===== src/rtl/mem_stage_pkg.sv =====
// Shared types and constants for the memory-access stage: bus layouts,
// stall-vector bit positions, load-type encoding and read-buffer states.
package mem_stage_pkg;

  localparam int EX_TO_MEM_WD = 76;
  localparam int MEM_TO_WB_WD = 70;
  localparam int MEM_TO_RF_WD = 38;
  localparam int LOAD_BUS_WD  = 5;
  localparam int STALL_BUS_WD = 6;

  localparam logic STOP    = 1'b1;
  localparam logic NO_STOP = 1'b0;

  localparam int STALL_MEM = 3;
  localparam int STALL_WB  = 4;

  localparam int LD_LB  = 4;
  localparam int LD_LBU = 3;
  localparam int LD_LH  = 2;
  localparam int LD_LHU = 1;
  localparam int LD_LW  = 0;

  typedef enum logic {
    RUN  = 1'b0,
    HOLD = 1'b1
  } rbuf_state_e;

  typedef struct packed {
    logic [31:0] pc;
    logic        data_ram_en;
    logic [3:0]  data_ram_wen;
    logic        sel_rf_res;
    logic        rf_we;
    logic [4:0]  rf_waddr;
    logic [31:0] ex_result;
  } ex_to_mem_t;

  typedef struct packed {
    logic lb;
    logic lbu;
    logic lh;
    logic lhu;
    logic lw;
  } load_t;

  typedef struct packed {
    logic        rf_we;
    logic [4:0]  rf_waddr;
    logic [31:0] rf_wdata;
  } rf_wr_t;

  typedef struct packed {
    logic [31:0] pc;
    rf_wr_t      rf;
  } mem_to_wb_t;

endpackage


===== src/rtl/mem_stage_load_align.sv =====
// Extracts and extends the loaded byte/halfword/word from a read word and
// flags misaligned halfword/word loads.
module load_align
  import mem_stage_pkg::*;
(
  input  logic [31:0] rdata,
  input  logic [1:0]  addr,
  input  load_t       load,
  output logic [31:0] ext_data,
  output logic        adel
);

  logic [7:0]  byte_v;
  logic [15:0] half_v;

  // NOTE: every output of a combinational block gets a default first, so no path can infer a latch.
  always_comb begin
    byte_v   = rdata[{addr, 3'b000} +: 8];
    half_v   = addr[1] ? rdata[31:16] : rdata[15:0];
    ext_data = '0;
    if (load.lb)       ext_data = {{24{byte_v[7]}}, byte_v};
    else if (load.lbu) ext_data = {24'h0, byte_v};
    else if (load.lh)  ext_data = {{16{half_v[15]}}, half_v};
    else if (load.lhu) ext_data = {16'h0, half_v};
    else if (load.lw)  ext_data = rdata;
    adel = ((load.lh | load.lhu) & addr[0]) | (load.lw & (addr != 2'b00));
  end

endmodule


===== src/rtl/mem_stage.sv =====
// Memory-access pipeline stage: registers the execute results, buffers the
// SRAM read return across stalls and drives the write-back/forwarding buses.
module mem_stage
  import mem_stage_pkg::*;
(
  input  logic                    clk,
  input  logic                    resetn,
  input  logic [STALL_BUS_WD-1:0] stall,
  input  logic [EX_TO_MEM_WD-1:0] ex_to_mem_bus,
  input  logic [LOAD_BUS_WD-1:0]  ex_load_bus,
  input  logic [31:0]             data_sram_rdata,
  output logic [MEM_TO_WB_WD-1:0] mem_to_wb_bus,
  output logic [MEM_TO_RF_WD-1:0] mem_to_rf_bus,
  output logic                    mem_adel
);

  ex_to_mem_t  mem_bus_q, mem_bus_d;
  load_t       load_q, load_d;
  rbuf_state_e state_q, state_d;
  logic [31:0] rdata_buf_q, rdata_buf_d;

  logic [31:0] rdata_eff;
  logic [31:0] ext_data;
  logic        adel;
  rf_wr_t      rf_wr;
  mem_to_wb_t  wb;

  always_comb begin
    mem_bus_d = mem_bus_q;
    load_d    = load_q;
    if (stall[STALL_MEM] == NO_STOP) begin
      mem_bus_d = ex_to_mem_bus;
      load_d    = ex_load_bus;
    end else if (stall[STALL_WB] == NO_STOP) begin
      mem_bus_d = '0;
      load_d    = '0;
    end
  end

  // The SRAM returns data only in the cycle after the request; a stall on
  // that edge must latch it, and the buffer serves it until the stall clears.
  always_comb begin
    state_d     = state_q;
    rdata_buf_d = rdata_buf_q;
    case (state_q)
      RUN: begin
        if (stall[STALL_MEM] == STOP) begin
          state_d     = HOLD;
          rdata_buf_d = data_sram_rdata;
        end
      end
      HOLD: begin
        if (stall[STALL_MEM] == NO_STOP) state_d = RUN;
      end
      default: state_d = RUN;
    endcase
  end

  // NOTE: sequential state uses non-blocking assignments so every flop samples pre-edge values.
  always_ff @(posedge clk or negedge resetn) begin
    if (!resetn) begin
      mem_bus_q   <= '0;
      load_q      <= '0;
      state_q     <= RUN;
      rdata_buf_q <= '0;
    end else begin
      mem_bus_q   <= mem_bus_d;
      load_q      <= load_d;
      state_q     <= state_d;
      rdata_buf_q <= rdata_buf_d;
    end
  end

  assign rdata_eff = (state_q == HOLD) ? rdata_buf_q : data_sram_rdata;

  load_align u_load_align (
    .rdata    (rdata_eff),
    .addr     (mem_bus_q.ex_result[1:0]),
    .load     (load_q),
    .ext_data (ext_data),
    .adel     (adel)
  );

  always_comb begin
    rf_wr.rf_we    = mem_bus_q.rf_we & ~adel;
    rf_wr.rf_waddr = mem_bus_q.rf_waddr;
    rf_wr.rf_wdata = (mem_bus_q.sel_rf_res && (|load_q)) ? ext_data
                                                         : mem_bus_q.ex_result;
    wb.pc          = mem_bus_q.pc;
    wb.rf          = rf_wr;
  end

  assign mem_to_wb_bus = wb;
  assign mem_to_rf_bus = rf_wr;
  assign mem_adel      = adel;

  // SRAM enables were consumed by execute's request; other stall bits belong to other stages.
  logic unused_inputs;
  assign unused_inputs = ^{mem_bus_q.data_ram_en, mem_bus_q.data_ram_wen,
                           stall[STALL_BUS_WD-1], stall[2:0]};

endmodule


===== config.mk =====
export PLATFORM = sky130hd
export DESIGN_NAME = mem_stage
export DESIGN_NICKNAME = d
export VERILOG_FILES = /design/src/rtl/mem_stage_pkg.sv /design/src/rtl/mem_stage_load_align.sv /design/src/rtl/mem_stage.sv
export SDC_FILE = /design/constraint.sdc
export NUM_CORES = 1
export LEC_CHECK = 0
export CAP_MARGIN = 20
export CORE_ASPECT_RATIO = 1.5
export CORE_UTILIZATION = 42
export CTS_BUF_LIST = sky130_fd_sc_hd__clkbuf_2
export CTS_CLUSTER_DIAMETER = 120
export DETAILED_ROUTE_END_ITERATION = 16
export PLACE_DENSITY = 0.82
export SLEW_MARGIN = 15
export SYNTH_ARGS = -nofsm -noshare
export SYNTH_HDL_FRONTEND = slang
export SYNTH_HIERARCHICAL = 1
export SYNTH_SLANG_ARGS = --single-unit

===== constraint.sdc =====
create_clock -name clk -period 4.5 [get_ports clk]
set_clock_uncertainty 0.1 [all_clocks]
set_input_delay 1.35 -clock clk [delete_from_list [all_inputs] [get_ports clk]]
set_output_delay 1.35 -clock clk [all_outputs]
set_load 0.01 [all_outputs]

==> results of run 1 <==
worst paths after layout:
check	slack, ns	from	cells after the start	to
worst min-delay path	0.42	mem_to_wb_bus[52]$_DFFE_PN0P_	2	mem_to_wb_bus[52]$_DFFE_PN0P_
worst max-delay path	-0.23	data_sram_rdata[31]	9	mem_to_wb_bus[31]
max in group asynchronous	2.93	resetn	2	load_q[1]$_DFFE_PN0P_
min in group asynchronous	0.62	resetn	1	mem_to_wb_bus[51]$_DFFE_PN0P_
worst max register to register	2.53	state_q$_DFF_PN0_	4	rdata_buf_q[30]$_DFFE_PN0P_
worst min register to register	0.42	mem_to_wb_bus[52]$_DFFE_PN0P_	2	mem_to_wb_bus[52]$_DFFE_PN0P_
cells by family after synthesis:
family / count (synthesis) / synth area share [%]
buf+inv: 193 / 16.7
simple gates: 147 / 10.7
mux: 107 / 19.3
flops: 109 / 43.6
compound gates: 104 / 9.74
report_power, final:
group	internal (mW)	switching [mW]
logic	0.513	0.404
registers	1.07	0.0567
clock network	0.0807	0.343
total	1.67	0.804
worst max-delay path, stage by stage:
cell	delay, ns
buf_6	0.10
mux2_4	0.28
mux4_2	0.50
buf_6	0.14
a32oi_4	0.23
buf_6	0.18
nand2_1	0.07
mux2_4	0.30
buf_6	0.13
synthesized netlist by cell type (8+ instances only):
cell type,number
nor2_1,19
nand3_1,55
o21ai_0,83
buf_4,75
clkbuf_1,25
inv_1,77
or2_2,8
dfrtp_1,109
mux2i_1,8
nand2_1,58
mux2_2,94
cell type report:
| cell class | instances | area [sq um] | area share [%] |
|---|---|---|---|
| sequential | 109 | 2730 | 31.4 |
| timing repair buffer | 268 | 2540 | 29.2 |
| clock inverter | 6 | 53.8 | 0.618 |
| multi-input combinational | 358 | 2800 | 32.1 |
| inverter | 77 | 289 | 3.32 |
| antenna | 2 | 5.00 | 0.0575 |
| tap | 196 | 245 | 2.82 |
| clock buffer | 9 | 45.0 | 0.517 |
state kept, by name, summed over array words and instances, names as in the netlist:
signal	cells
load_q	5
mem_bus_q	34
mem_to_rf_bus	5
mem_to_wb_bus	32
rdata_buf_q	32
state_q	1
repair_timing:
| action | CTS | global route |
|---|---|---|
| buffers inserted | 11 | 9 |
| cloned | 1 | 0 |
| pin swaps | 4 | 5 |
| endpoints found under the setup margin | 64 | 58 |
| resized for setup | 367 | 51 |
per-layer routing:
metal  vias to the layer above  global-route usage [%]
met1                      2401                    26.3
met4                         0                    12.7
met5                         -                       0
li1                       2438                       -
met3                        43                    4.22
met2                       182                    39.8
==> results.py, run 1 <==
metrics = {
    "sta": {
        "fmax_mhz": 211,
        "slew_violations": 0,
        "holdWs_ns": 0.419,
        "setup_tns_ns": -7.20,
        "setup_slack_ns": -0.229,
        "rsz0062_at_grt": "true",
        "fin_crit_sh_pct": 105,
        "fin_crit_ns": 4.73,
        "setup_violations": 44,
        "final-hold-violation-count": 0,
        "worst_pin_slew_ns": 0.984,
        "slew_headroom_pct": 34.4,
    },
    "place": {
        "dpl_worst_slack_ns": -0.830,
        "place.gp.congestion": 0.984,
        "placedCellCount": 989,
        "placed_cell_area_sq_mm": 0.00820,
        "post-dp-hpwl_mm": 12.7,
        "port_buffers": 220,
    },
    "setup_path": {
        "cp_max_fo": 8,
        "path_class": "in2out",
        "required_ns": 3.05,
        "arrival_ns": 3.28,
        "cp-start-kind": "input port",
        "worst_setup_path_end_kind": "output port",
    },
    "finish": {
        "final_common_cell": "clkdlybuf4s50_1",
        "fillers": 1230,
        "nets": 944,
        "area_growth_pct": 39.1,
        "fin_util_pct": 59.9,
        "fin_area_sq_mm": 0.00871,
        "final_layout_size_suffix_gt1_share_pct": 32.0,
        "mostFrequentLayoutCells": "137 x clkdlybuf4s50_1, 106 x dfrtp_1, 78 x o21ai_0",
        "finalNonFillerCells": 1025,
    },
    "drt": {
        "first_pass_iters": 6,
        "routed-via-count": 5064,
        "viasPerCell": 4.94,
        "wl_met2_mm": 9.34,
        "dr.first_iter.drc_count": 233,
        "wl_per_cell_um": 17.2,
        "detail-route-antenna-nets": 0,
        "wl_met3_um": 955,
        "drc": 0,
        "routed_wl_mm": 17.6,
        "top_layer": "met4",
        "met1_length_mm": 6.63,
    },
    "synth": {
        "ys_async_sr_fraction_pct": 100,
        "syn_area_per_cell_sq_um": 9.48,
        "synthTopCellsByArea": "dfrtp_1 44%, mux2_2 17%, buf_4 9.0%",
        "synthDistinctLibCells": 30,
        "synth_cells": 660,
        "synth-edff-count": 0,
        "synth_largest_area_cell": "dfrtp_1",
        "synth_ff_type": "dfrtp_1",
        "synth_warnings": 6,
        "ys_ff_latch": 109,
        "synth.net_count": 781,
        "synth-seq-area-share_pct": 43.6,
        "synth_top_area_share_pct": 43.6,
        "syn-cell-area_sq_mm": 0.00626,
    },
    "clock_network": {
        "worstSkewPairLatency_ns": 0.58,
        "cts_inserted_buffers": 9,
        "holdBufCountCts": 0,
        "htree_num_levels": 3,
        "clockRootBuffer": "clkbuf_2",
        "clock_sinks": 109,
        "cts_tree": "done",
        "cts_buffer_depth": 2,
        "clk_pin_slew_ns": 0.28,
    },
    "die": {
        "dieArea_sq_mm": 0.0154,
        "fp-row-count": 54,
        "die_w_um": 102,
        "core_sq_mm": 0.0145,
        "start_util_pct": 43.1,
        "ios": 230,
        "die_height_um": 152,
    },
    "global_route": {
        "grt_overflow": 0,
        "grt_max_degree": 113,
        "grt_pass1_wl_mm": 26.4,
        "grt_pass1_vias": 5019,
        "track_usage_pct": 22.9,
        "antenna_found_initial": 2,
    },
    "hold_path": {
        "worst_hold_path_type": "reg2reg",
    },
    "outcome": {
        "violations": "setup timing",
        "status": "finished, violations left",
    },
    "power": {
        "p_leak_nw": 4.19,
        "p_per_area_mw_per_mm2": 284,
        "ir_drop_v": 0.000111,
        "power.total_mw": 2.47,
    },
    "flow_run": {
        "maxCapViolations": 0,
    },
}
(Power assumes the default switching activity.)
==> run 2: changes to the inputs <==
- REMOVE_ABC_BUFFERS: unset -> 1
==> results.py, run 2 (synthesized netlist as in run 1, its figures left out) <==
metrics = {
    "power": {
        "p_per_area_mw_per_mm2": 288,
        "p_leak_nw": 4.18,
        "ir_drop_v": 0.000138,
        "power.total_mw": 2.51,
    },
    "clock_network": {
        "clk_pin_slew_ns": 0.26,
        "htree_num_levels": 3,
        "clockRootBuffer": "clkbuf_2",
        "holdBufCountCts": 0,
        "clock_sinks": 109,
        "cts_tree": "done",
        "cts_buffer_depth": 2,
        "worstSkewPairLatency_ns": 0.60,
        "cts_inserted_buffers": 9,
    },
    "die": {
        "ios": 230,
        "dieArea_sq_mm": 0.0154,
        "die_w_um": 102,
        "start_util_pct": 43.1,
        "core_sq_mm": 0.0145,
        "fp-row-count": 54,
        "die_height_um": 152,
    },
    "finish": {
        "area_growth_pct": 39.1,
        "mostFrequentLayoutCells": "142 x clkdlybuf4s50_1, 107 x dfrtp_1, 77 x inv_1",
        "fin_util_pct": 59.9,
        "fin_area_sq_mm": 0.00870,
        "fillers": 1188,
        "final_common_cell": "clkdlybuf4s50_1",
        "nets": 946,
        "final_layout_size_suffix_gt1_share_pct": 31.9,
        "finalNonFillerCells": 1027,
        "largest_reg_flops": 34,
        "top_register": "mem_bus_q",
    },
    "sta": {
        "slew_headroom_pct": 37.6,
        "final-hold-violation-count": 0,
        "setup_tns_ns": -7.50,
        "setup_violations": 42,
        "fmax_mhz": 210,
        "setup_slack_ns": -0.267,
        "fin_crit_sh_pct": 106,
        "rsz0062_at_grt": "true",
        "worst_pin_slew_ns": 0.933,
        "holdWs_ns": 0.415,
        "slew_violations": 0,
        "fin_crit_ns": 4.77,
    },
    "place": {
        "place.gp.congestion": 0.796,
        "placedCellCount": 994,
        "port_buffers": 220,
        "dpl_worst_slack_ns": -0.850,
        "post-dp-hpwl_mm": 11.9,
        "placed_cell_area_sq_mm": 0.00824,
    },
    "drt": {
        "routed_wl_mm": 17.0,
        "wl_per_cell_um": 16.5,
        "dr.first_iter.drc_count": 149,
        "detail-route-antenna-nets": 0,
        "drc": 0,
        "routed-via-count": 5119,
        "first_pass_iters": 4,
        "viasPerCell": 4.98,
    },
    "global_route": {
        "grt_max_degree": 60,
        "grt_pass1_wl_mm": 26.3,
        "grt_overflow": 0,
        "track_usage_pct": 22.5,
        "grt_pass1_vias": 5038,
        "antenna_found_initial": 1,
    },
    "setup_path": {
        "slowest_stage": "mux4_2",
        "critPathBufInv": 4,
        "crit_chain": "buf_6, mux2_4, mux4_2, a32oi_4, buf_6, buf_4, nand2_4, mux2_4, buf_6",
        "cp_top_family": "multiplexers",
        "arrival_ns": 3.32,
        "cpPeakStageDelay_ns": 0.55,
        "worst_setup_path_end_kind": "output port",
        "cp_max_fo": 5,
        "cp-start-kind": "input port",
        "path_class": "in2out",
        "cp_common_cell": "buf_6",
        "required_ns": 3.05,
    },
    "hold_path": {
        "worst_hold_path_type": "reg2reg",
    },
    "outcome": {
        "status": "finished, violations left",
        "violations": "setup timing",
    },
    "flow_run": {
        "maxCapViolations": 0,
    },
}
run 2: changes by cell type in the layout (fill, tap and decap cells not counted), moves of 4 or more:
cell / before / now
dlygate4sd2_1: 9 / 4
buf_4: 44 / 40
mux2_2: 49 / 60
clkdlybuf4s50_1: 137 / 142
nand2_1: 46 / 42
mux2_4: 47 / 36
run 2: cell type report:
| type | instances | area (sq um) | share of cell area, % |
|---|---|---|---|
| sequential | 109 | 2730 | 31.4 |
| clock buffer | 10 | 50.0 | 0.575 |
| multi-input combinational | 358 | 2740 | 31.5 |
| tap | 196 | 245 | 2.82 |
| timing repair buffer | 270 | 2580 | 29.6 |
| clock inverter | 6 | 68.8 | 0.791 |
| antenna | 1 | 2.50 | 0.0288 |
| inverter | 77 | 289 | 3.32 |
run 2: worst reg2reg max path: stages (launching register included):
cell      delay [ns]
dfrtp_2         0.53
buf_6           0.32
nand2b_1        0.16
buf_4           0.39
mux2_2          0.39
run 2: path summary, 6_finish.rpt:
path,start,end,slack (ns),depth (start not counted)
max reg2reg,state_q$_DFF_PN0_,rdata_buf_q[29]$_DFFE_PN0P_,2.54,4
min reg2reg,mem_to_wb_bus[48]$_DFFE_PN0P_,mem_to_wb_bus[48]$_DFFE_PN0P_,0.42,2
min in group asynchronous,resetn,mem_to_wb_bus[43]$_DFFE_PN0P_,0.61,1
min,mem_to_wb_bus[48]$_DFFE_PN0P_,mem_to_wb_bus[48]$_DFFE_PN0P_,0.42,2
max in group asynchronous,resetn,mem_to_wb_bus[38]$_DFFE_PN0P_,2.91,2
max,data_sram_rdata[31],mem_to_wb_bus[25],-0.27,9
run 2: repair_timing:
action	4_1_cts	5_1_grt
buffers inserted	15	4
pin swaps	11	3
endpoints found under the setup margin	64	58
hold endpoints to repair	0	0
gates resized for setup	363	26
gates cloned	1	0
run 2: where the power goes:
part	internal [mW]	total [mW]	switching [mW]
Sequential	1.07	1.13	0.0543
Clock	0.136	0.480	0.344
Combinational	0.510	0.903	0.393
Total	1.72	2.51	0.791
run 2: per-layer routing:
metal / wire length, um / GRT usage [%] / up-vias
li1: - / - / 2439
met1: 6690 / 26.8 / 2495
met2: 9150 / 40.5 / 154
met3: 680 / 2.71 / 31
met4: 452 / 9.49 / 0
met5: 0 / 0 / -
